--- src/rtl/single_rx_uart.sv ---
// Single-character UART receiver: synchronizes rxd, samples mid-bit and strobes
// each received byte with parity and framing error flags.
module single_rx_uart #(
  parameter int unsigned CLOCK     = 10_000_000,
  parameter int unsigned BAUD      = 1_000_000,
  parameter string       PARITY    = "NO",
  parameter string       FIRST_BIT = "LSB"
) (
  input  logic       clk,
  input  logic       reset,
  input  logic       rxd,
  output logic [7:0] rx_data,
  output logic       rx_valid,
  output logic       parity_err,
  output logic       frame_err,
  output logic       busy
);

  localparam int unsigned FACTOR    = CLOCK / BAUD;
  localparam int unsigned HALF      = FACTOR / 2;
  localparam int unsigned CNT_W     = $clog2(FACTOR);
  localparam bit          PAR_EN    = (PARITY == "EVEN") || (PARITY == "ODD");
  localparam bit          PAR_ODD   = (PARITY == "ODD");
  localparam bit          MSB_FIRST = (FIRST_BIT == "MSB");

  typedef enum logic [2:0] {
    S_IDLE,
    S_START,
    S_DATA,
    S_PARITY,
    S_STOP,
    S_WAIT_HIGH
  } state_t;

  logic             rxd_m;
  logic             rxd_s;
  state_t           state_q,    state_d;
  logic [CNT_W-1:0] cnt_q,      cnt_d;
  logic [2:0]       bit_q,      bit_d;
  logic [7:0]       shreg_q,    shreg_d;
  logic             perr_q,     perr_d;
  logic [7:0]       rx_data_d;
  logic             rx_valid_d;
  logic             parity_err_d;
  logic             frame_err_d;
  logic             busy_d;
  logic             tick;
  logic             exp_par;

  // Two-flop synchronizer; idles high so reset never looks like a start bit
  always_ff @(posedge clk or posedge reset) begin
    if (reset) begin
      rxd_m <= 1'b1;
      rxd_s <= 1'b1;
    end else begin
      rxd_m <= rxd;
      rxd_s <= rxd_m;
    end
  end

  always_ff @(posedge clk or posedge reset) begin
    if (reset) begin
      state_q    <= S_IDLE;
      cnt_q      <= '0;
      bit_q      <= '0;
      shreg_q    <= '0;
      perr_q     <= 1'b0;
      rx_data    <= '0;
      rx_valid   <= 1'b0;
      parity_err <= 1'b0;
      frame_err  <= 1'b0;
      busy       <= 1'b0;
    end else begin
      state_q    <= state_d;
      cnt_q      <= cnt_d;
      bit_q      <= bit_d;
      shreg_q    <= shreg_d;
      perr_q     <= perr_d;
      rx_data    <= rx_data_d;
      rx_valid   <= rx_valid_d;
      parity_err <= parity_err_d;
      frame_err  <= frame_err_d;
      busy       <= busy_d;
    end
  end

  // Down-counter hits zero on each mid-bit sample point
  assign tick    = (cnt_q == '0);
  assign exp_par = PAR_ODD ? ~(^shreg_q) : ^shreg_q;

  always_comb begin
    state_d      = state_q;
    cnt_d        = cnt_q;
    bit_d        = bit_q;
    shreg_d      = shreg_q;
    perr_d       = perr_q;
    rx_data_d    = rx_data;
    rx_valid_d   = 1'b0;
    parity_err_d = parity_err;
    frame_err_d  = frame_err;

    case (state_q)
      S_IDLE: begin
        if (!rxd_s) begin
          state_d = S_START;
          cnt_d   = CNT_W'(HALF - 1);
          bit_d   = '0;
          perr_d  = 1'b0;
        end
      end

      S_START: begin
        if (!tick) begin
          cnt_d = cnt_q - CNT_W'(1);
        end else if (rxd_s) begin
          state_d = S_IDLE;
        end else begin
          state_d = S_DATA;
          cnt_d   = CNT_W'(FACTOR - 1);
        end
      end

      S_DATA: begin
        if (!tick) begin
          cnt_d = cnt_q - CNT_W'(1);
        end else begin
          shreg_d = MSB_FIRST ? {shreg_q[6:0], rxd_s} : {rxd_s, shreg_q[7:1]};
          cnt_d   = CNT_W'(FACTOR - 1);
          bit_d   = bit_q + 3'd1;
          if (bit_q == 3'd7) begin
            state_d = PAR_EN ? S_PARITY : S_STOP;
          end
        end
      end

      S_PARITY: begin
        if (!tick) begin
          cnt_d = cnt_q - CNT_W'(1);
        end else begin
          perr_d  = (rxd_s != exp_par);
          cnt_d   = CNT_W'(FACTOR - 1);
          state_d = S_STOP;
        end
      end

      // Leave mid-stop-bit so a back-to-back start edge is still caught
      S_STOP: begin
        if (!tick) begin
          cnt_d = cnt_q - CNT_W'(1);
        end else begin
          rx_valid_d   = 1'b1;
          rx_data_d    = shreg_q;
          parity_err_d = PAR_EN ? perr_q : 1'b0;
          frame_err_d  = !rxd_s;
          state_d      = rxd_s ? S_IDLE : S_WAIT_HIGH;
        end
      end

      S_WAIT_HIGH: begin
        if (rxd_s) begin
          state_d = S_IDLE;
        end
      end

      default: state_d = S_IDLE;
    endcase

    busy_d = (state_d == S_START) || (state_d == S_DATA) ||
             (state_d == S_PARITY) || (state_d == S_STOP);
  end

endmodule
--- config.mk ---
export PLATFORM = sky130hd
export DESIGN_NAME = single_rx_uart
export DESIGN_NICKNAME = d
export VERILOG_FILES = /design/src/rtl/single_rx_uart.sv
export SDC_FILE = /design/constraint.sdc
export NUM_CORES = 1
export LEC_CHECK = 0
export CAP_MARGIN = 0
export CELL_PAD_IN_SITES_DETAIL_PLACEMENT = 1
export CELL_PAD_IN_SITES_GLOBAL_PLACEMENT = 1
export CORE_MARGIN = 8
export CORE_UTILIZATION = 45
export CTS_CLUSTER_DIAMETER = 30
export DETAILED_ROUTE_END_ITERATION = 10
export DONT_BUFFER_PORTS = 1
export PLACE_DENSITY_LB_ADDON = 0.05
export SLEW_MARGIN = 20
export SYNTH_ARGS = -nofsm -noshare
export SYNTH_HDL_FRONTEND = slang
export SYNTH_SLANG_ARGS = --single-unit
--- constraint.sdc ---
create_clock -name clk -period 6.3 [get_ports clk]
set_clock_uncertainty 0.05 [all_clocks]
set_input_delay 0.945 -clock clk [delete_from_list [all_inputs] [get_ports clk]]
set_output_delay 0.945 -clock clk [all_outputs]
set_load 0.02 [all_outputs]
# --- Word level (Yosys, flattened, before mapping) ---
# Cells that the tools add are included.
op_classes:
  muxes: 21
  n_eq_ne: 14
  bitwise: 0
  n_mul: 0
  n_addsub: 2
  div_mod_pow: 0
  reduce_logical: 13
  order_cmp: 0
  shifts: 0
op_table:
  columns: ["operator", "count"]
  rows:
  - ["2-to-1 mux 3 bit", 10]
  - ["2-to-1 mux 4 bit", 5]
  - ["case mux 3 bit (6 select lines)", 1]
  - ["case mux 4 bit (4 select lines)", 1]
  - ["equality test 3 x 2 -> 1 bit, second input constant", 4]
  - ["equality test 3 bit, second input constant", 4]
  - ["equality test 3 x 1 -> 1 bit, second input constant", 2]
  - ["inequality test 2 bit, second input constant", 3]
  - ["case mux 3 bit (2 select lines)", 1]
  - ["logical NOT 4 bit", 1]
  - ["AND reduction 2 bit", 2]
  - ["AND reduction 4 bit", 1]
  - ["nonzero test 4 bit", 1]
  - ["subtractor 4 x 1 -> 4 bit, second input constant", 1]
  - ["adder 3 x 1 -> 3 bit, second input constant", 1]
  - ["logical NOT 3 bit", 1]
  - ["logical OR 1 bit", 3]
  - ["inequality test 3 bit, second input constant", 1]
  - ["AND reduction 3 bit", 1]
  - ["2-to-1 mux 1 bit", 2]
  - ["2-to-1 mux 2 bit", 1]
  - ["nonzero test 2 bit", 1]
  - ["OR reduction 2 bit", 1]
  - ["logical NOT 1 bit", 1]
totals:
  ramBits: 0
  register_bits: 31
  latchBits: 0
  word_cells: 60
  mem_count: 0
  output_inout_bits: 12
  romBits: 0
  input_bits: 3

# --- Depth between registers and ports, before layout ---
# Gate-level depths: netlist (run 1).
depth:
  depth_word: 8
  depth_mapped: 8
  mapped_depth_nobuf: 6

# --- Worst setup path before layout (run 1) ---
# No wires, ideal clock.
synth_timing:
  path_kind: "flip-flop to flip-flop"
  startpoint: "register cnt_q[0]"
  endpoint: "register shreg_q[2]"
  stages_incl_launch_ff: 8
  period_less_slack_ns: 2.196
  n_path_buf: 2
  path_slack_ns: 4.104
  arrival_time_ns: 2.021
  required_time_ns: 6.125
  setup_ns: 0.125
  path_cell_list: "dfrtp_1 -> inv_1 -> ha_1 -> or3b_4 -> or4_4 -> buf_6 -> buf_8 -> mux2_4"
synth_via:
  elab_chain_cells: 2
synth_rtl:
  columns: ["item", "line", "text"]
  rows:
  - ["start, declared", "38", "logic [CNT_W-1:0] cnt_q, cnt_d;"]
  - ["start signal, assigned", "75", "cnt_q <= cnt_d;"]
  - ["logical NOT 4 bit", "88", "assign tick = (cnt_q == '0);"]
  - ["AND reduction 2 bit (no source line)", null, null]
  - ["end signal, assigned", "77", "shreg_q <= shreg_d;"]
  - ["end, declared", "40", "logic [7:0] shreg_q, shreg_d;"]
# No other way between the ends.
# A chain may end at the register's enable or synchronous reset.

# --- Worst setup path in the final report (run 1) ---
layout_timing:
  startpoint: "register cnt_q[0]"
  endpoint: "register shreg_q[5]"
# The elaborated chain is that of the path after synthesis.

==> impl_metrics.toml, run 1 <==
[synthesis]
yosysTopAreaCellShare_pct = 50.8
postSynthCellCount = 120
synth-main-ff-cell = "dfrtp_1"
async_flop_share_pct = 100
yosysSeqAreaShare_pct = 54.5
synth.avg_cell_area_sq_um = 11.9
ys_ff_latch = 31
synth.cell_area_sq_um = 1430
yosysTopAreaCell = "dfrtp_1"
ys_top_cells_by_area = "dfrtp_1, mux2_2, mux2_4"
ys_warn_count = 0
synth_fp_nets = 126
yosysUniqueCellTypes = 38
synth_edf_count = 0

[setup_path]
arrival_ps = 2420
crit_chain = "inv_1 > ha_1 > or3b_4 > or4_4 > mux2_4"
crit_start = "cnt_q[0]"
reg2reg_from = "cnt_q[0]"
crit_path_start_kind = "flip-flop"
slowest_delay_ps = 550
path_max_fanout = 14
end_kind = "flip-flop"
crit_type = "flip-flop to flip-flop"
required_ps = 6460
cpMaxStageDelayCell = "or4_4"

[die]
row_count = 20
dieHeight_um = 72.3
io-pin-count = 15
die_area_sq_um = 5230
die_x_um = 72.3
start_util_pct = 47.1
fp.coreArea_sq_um = 3030

[pwr]
p_leak_nw = 0.718
cellPowerDensity_nw_per_um2 = 367
ir_worst_vdd_mv = 0.150
pwr-share-clk_pct = 19.5
switchingPower_uw = 194
p_int_uw = 353
p_comb_share_pct = 30.0
switching_share_pct = 35.5
p_seq_share_pct = 50.6

[timing]
fin_crit_ps = 2260
final.period_utilization_pct = 35.9
worst_hold_slack_ps = 312
finalHoldViolCount = 0
finalSetupTns_ps = 0
max-slew-margin-rel_pct = 62.7
tightest_slew_ps = 557
fin_ws_ps = 4040
max_freq_mhz = 442
slew_viol_final = 0
rsz0062_at_grt = "false"
setup_viol = 0

[clocking]
cts_hold_buf = 0
cts_buffer_depth = 2
cts_htree_levels = 2
clkTransAtPathRegs_ps = 90
cts_root_buf = "clkbuf_4"
post_cts_resized = 0
clock-sinks = 31
cts_buffers = 5
cts_setup_buffers = 0
clkLatencyLatePin_ps = 320
cts_tree = "yes"

[final_layout]
syn_to_final_growth_pct = 4.47
multi_input_area_sq_um = 567
fill_cells = 327
fin_util_pct = 49.3
final_nets = 127
design_area_sq_um = 1490
seq_area_sq_um = 778
drive_gt1_share_pct = 27.0
antennaDiodeCount = 0

[drt]
ant_nets = 0
drt_first_pass_iters = 4
drt-initial-drc-count = 35
vias = 878
wl_um = 2620
drcViolationCount = 0
wire_per_inst_um = 15.8
routed_via_density = 5.29

[global_routing]
overflow = 0
grt_pass1_wl_um = 4500
grt_max_degree = 20
grt_antenna_before_repair = 0
grt_pass1_vias = 929
grtUsageTotal_pct = 11.3

[place]
place.gp.congestion = 0.715
io_buffers = 0
dp.final_hpwl_um = 1930
place_area_sq_um = 1440
pre_cts_slack_ps = 4030

[job]
maxCapViolCount = 0

[run_status]
status = "completed"

[worst_hold_path]
min_from = "rxd_m"
hp-class = "flip-flop to flip-flop"
[power by group through the flow]
| stage | logic, mW | registers [mW] | clock network, mW |
|---|---|---|---|
| after floorplan | 0.142 | 0.261 | 0 |
| after global placement | 0.158 | 0.278 | 0 |
| after detailed placement | 0.164 | 0.280 | 0 |
| after CTS | 0.165 | 0.276 | 0.111 |
| after global routing | 0.183 | 0.283 | 0.118 |
| final | 0.164 | 0.276 | 0.106 |
[layout by cell type, fill, tap and decap left out]
master     n
xnor2_1    1
nor3b_1    1
nand3_1    4
mux2_2    12
or2_2      2
clkbuf_1   2
nor2b_1    1
nor2_1     4
nor4b_1    1
clkbuf_4   5
a22oi_1    1
and2b_2    1
o21ai_0   10
or3b_4     1
o221a_2    1
buf_4      1
nor3_1     4
or4_4      1
a211oi_1   1
o31ai_1    2
nor3b_2    1
clkinv_2   1
dfrtp_1   29
a31o_2     1
ha_1       3
a32oi_1    1
mux2_4     4
a21oi_1    3
o22a_1     1
or2b_1     1
a22o_1     1
dfstp_2    2
inv_1      9
nand2_1    6
conb_1     1
o21a_1     1
o221ai_1   1
[registers in the layout, indices dropped and copies added (netlist names)]
signal     cells
rx_data        8
shreg_q        8
cnt_q          4
bit_q          3
state_q        3
busy           1
frame_err      1
rx_valid       1
rxd_m          1
rxd_s          1
[area by class of cell]
cell class              count  area share [%]
repair buffers              1           0.503
inverters                   9            2.27
well taps                  44            3.69
flip-flops and latches     31            52.2
clock buffers               7            3.02
clock inverters             1           0.336
multi-input cells          73            38.0
[worst paths after layout]
path | slack, ps | cells after the start | to
min in group asynchronous | 470 | 1 | cnt_q[1]
min | 310 | 0 | rxd_s
max | 4040 | 5 | shreg_q[5]
max in group asynchronous | 5100 | 2 | shreg_q[6]
max reg2reg | 4040 | 5 | shreg_q[5]
min reg2reg | 310 | 0 | rxd_s
[critical path, delay by kind of cell, from the launching register on]
kind                       cells  cell delay [ps]
adders and majority gates      1              230
buffers and inverters          1              140
DFF                            1              410
muxes                          1              340
and+or+nand+nor                2              980
[kinds of logic after synthesis]
kind of cell	share of synthesized area (%)
mux	13.7
fa+ha+maj	2.63
compound gates	11.0
buf+inv	5.78
flops	54.5
simple gates	11.5
xor+xnor	0.614
other cells	0.263
[layer usage]
layer,share of wire [%],global-route usage [%]
met5,0,0
met4,1.8,6.12
met3,6.3,4.41
met2,45,16.2
met1,47,14.2
[cell usage after synthesis, types with 2 or more instances]
cell type,instances
dfrtp_1,29
o31ai_1,2
dfstp_2,2
or2_2,2
mux2_4,4
o21ai_0,10
a21oi_1,3
nor2_1,4
nor3_1,4
ha_1,3
nand3_1,4
inv_1,9
nand2_1,6
clkbuf_1,3
mux2_2,12
[stage by stage]
stage	power, mW	cells
final	0.547	166
after global routing	0.584	166
after CTS	0.552	166
after detailed placement	0.444	158
after global placement	0.436	158
after floorplan	0.403	120
Power figures use the tool's default switching activity.
==> run 2, diff against run 1 <==
--- a/config.mk
+++ b/config.mk
@@ -9,7 +9,7 @@
 export CELL_PAD_IN_SITES_DETAIL_PLACEMENT = 1
 export CELL_PAD_IN_SITES_GLOBAL_PLACEMENT = 1
 export CORE_MARGIN = 8
-export CORE_UTILIZATION = 45
+export CORE_UTILIZATION = 44
 export CTS_CLUSTER_DIAMETER = 30
 export DETAILED_ROUTE_END_ITERATION = 10
 export DONT_BUFFER_PORTS = 1
==> constraint.sdc (replaced) <==
create_clock -name clk -period 1.85 [get_ports clk]
set_clock_uncertainty 0.05 [all_clocks]
set_input_delay 0.2775 -clock clk [delete_from_list [all_inputs] [get_ports clk]]
set_output_delay 0.2775 -clock clk [all_outputs]
set_load 0.02 [all_outputs]
==> run 2 against run 1 <==
The run now ends with negative setup slack left; register-to-register slack worse by 4200 ps; final cell count is 10% higher; critical path depth did not move; die area is 1.8% higher; clock power rose to 5.2 times the previous value; first-iteration DRC count shrank 23%; combinational power rose to 5.4 times the previous value; worst hold slack got worse by 1.3 ps; flip-flop and latch count unchanged; design area up 15%; non-clock buffer count up 16; global-route usage up 2.0 points; largest cell class unchanged.
==> impl_metrics.toml, run 2 (same netlist as run 1, synthesis figures left out) <==
[run_status]
status = "finished with violations"
violations = "negative setup slack"

[clocking]
cts_root_buf = "clkbuf_4"
cts_htree_levels = 2
clock-sinks = 31
cts_buffers = 5
cts_tree = "yes"
clkTransAtPathRegs_ps = 90
cts_buffer_depth = 2
clkLatencyLatePin_ps = 340

[global_routing]
grt_pass1_wl_um = 5200
grt_antenna_before_repair = 0
grtUsageTotal_pct = 13.4
grt_max_degree = 32
grt_pass1_vias = 990
overflow = 0

[job]
maxCapViolCount = 0

[pwr]
p_int_mw = 1.56
pwr-share-clk_pct = 23.3
switching_share_pct = 33.8
p_comb_share_pct = 37.6
cellPowerDensity_nw_per_um2 = 1370
p_seq_share_pct = 39.1
ir_worst_vdd_mv = 0.691
switchingPower_uw = 799
p_leak_nw = 0.826

[worst_hold_path]
hp-class = "flip-flop to flip-flop"

[timing]
slew_viol_final = 0
finalHoldViolCount = 0
worst_hold_slack_ps = 310
max_freq_mhz = 506
fin_crit_ps = 1980
setup_viol = 12
fin_ws_ps = -128
rsz0062_at_grt = "true"
final.period_utilization_pct = 107

[final_layout]
antennaDiodeCount = 0
seq_area_sq_um = 778
fill_cells = 337
mostFrequentLayoutCells = "dfrtp_1, buf_4, mux2_2"
reg.largest.list = "rx_data x8, shreg_q x8, cnt_q x4"
syn_to_final_growth_pct = 20.5
fin_util_pct = 55.9
drive_gt1_share_pct = 43.2
final_nets = 144
instances_no_fill = 183
multi_input_area_sq_um = 631
layout_commonest_cell = "dfrtp_1"

[setup_path]
endpoint = "shreg_q[4]"
reg2reg_from = "cnt_q[1]"
path_max_fanout = 6
crit_start = "cnt_q[1]"
rr_worst_depth = 5
required_ps = 2030
arrival_ps = 2160
r2r_slack_ps = -130
crit_type = "flip-flop to flip-flop"
crit_path_start_kind = "flip-flop"
rr_endpoint = "shreg_q[4]"
end_kind = "flip-flop"

[place]
io_buffers = 0
pre_cts_slack_ps = -175
place.gp.congestion = 0.730
placed_cells = 171
dp.final_hpwl_um = 2040

[drt]
wire_per_inst_um = 17.4
ant_nets = 0
routed_via_density = 5.31
drt-initial-drc-count = 27
drcViolationCount = 0
drt_first_pass_iters = 4
vias = 972
wl_um = 3180

[die]
io-pin-count = 15
die_area_sq_um = 5320
row_count = 20
fp.coreArea_sq_um = 3080
start_util_pct = 46.4
die_x_um = 73.0
dieHeight_um = 73.0
## run 2: worst min-delay path by stage
stage,from,endpoint,slack (ps),cells past startpoint
finish,rxd_m,rxd_s,310,0
floorplan,rxd,rxd_m,230,0
CTS,rxd_m,rxd_s,310,0
detailed placement,reset,cnt_q[3],230,2
global route,rxd_m,rxd_s,320,0
global placement,reset,cnt_q[3],220,2
## run 2: power by group through the flow
stage	logic [mW]	clock network, mW	registers [mW]
floorplan	0.507	0	0.890
global placement	0.732	0	0.913
detailed placement	0.766	0	0.918
CTS	0.810	0.565	0.917
global route	1.00	0.602	0.935
finish	0.889	0.551	0.923
## run 2: what timing repair did
action / in CTS / in global routing
setup endpoints to repair: 15 / 22
pin swaps: 1 / 3
resized for setup: 11 / 6
gates cloned: 1 / 0
buffers inserted: 0 / 1
hold buffers: 2 / 0
hold endpoints to repair: 30 / 0
## run 2: metal layers
metal,vias to the layer above,share of wire (%),global-route usage (%)
li1,460,-,-
met1,488,43,14.7
met2,17,50,21.4
met3,7,5.4,5.91
met4,0,1.9,6.67
met5,-,0,0
## run 2: per-stage QoR
stage / setup TNS [ps] / power, mW / cell area [sq um]
after floorplan: -1910 / 1.40 / 1440
after global placement: -1560 / 1.65 / 1550
after detailed placement: -1840 / 1.68 / 1550
after CTS: -911 / 2.29 / 1690
after global routing: -1750 / 2.54 / 1720
final: -921 / 2.36 / 1720
## run 2: layout make-up
cell class	instances	area share (%)
flip-flops and latches	31	45.2
clock inverters	2	2.04
well taps	44	3.20
inverters	9	1.96
clock buffers	6	2.98
multi-input cells	74	36.7
repair buffers	17	7.93
## run 2: worst max-delay path, stage by stage, from the launching register on
cell     delay (ps)
dfrtp_1         390
inv_2            80
ha_4            130
or3b_4          390
or4_4           500
mux2_4          320
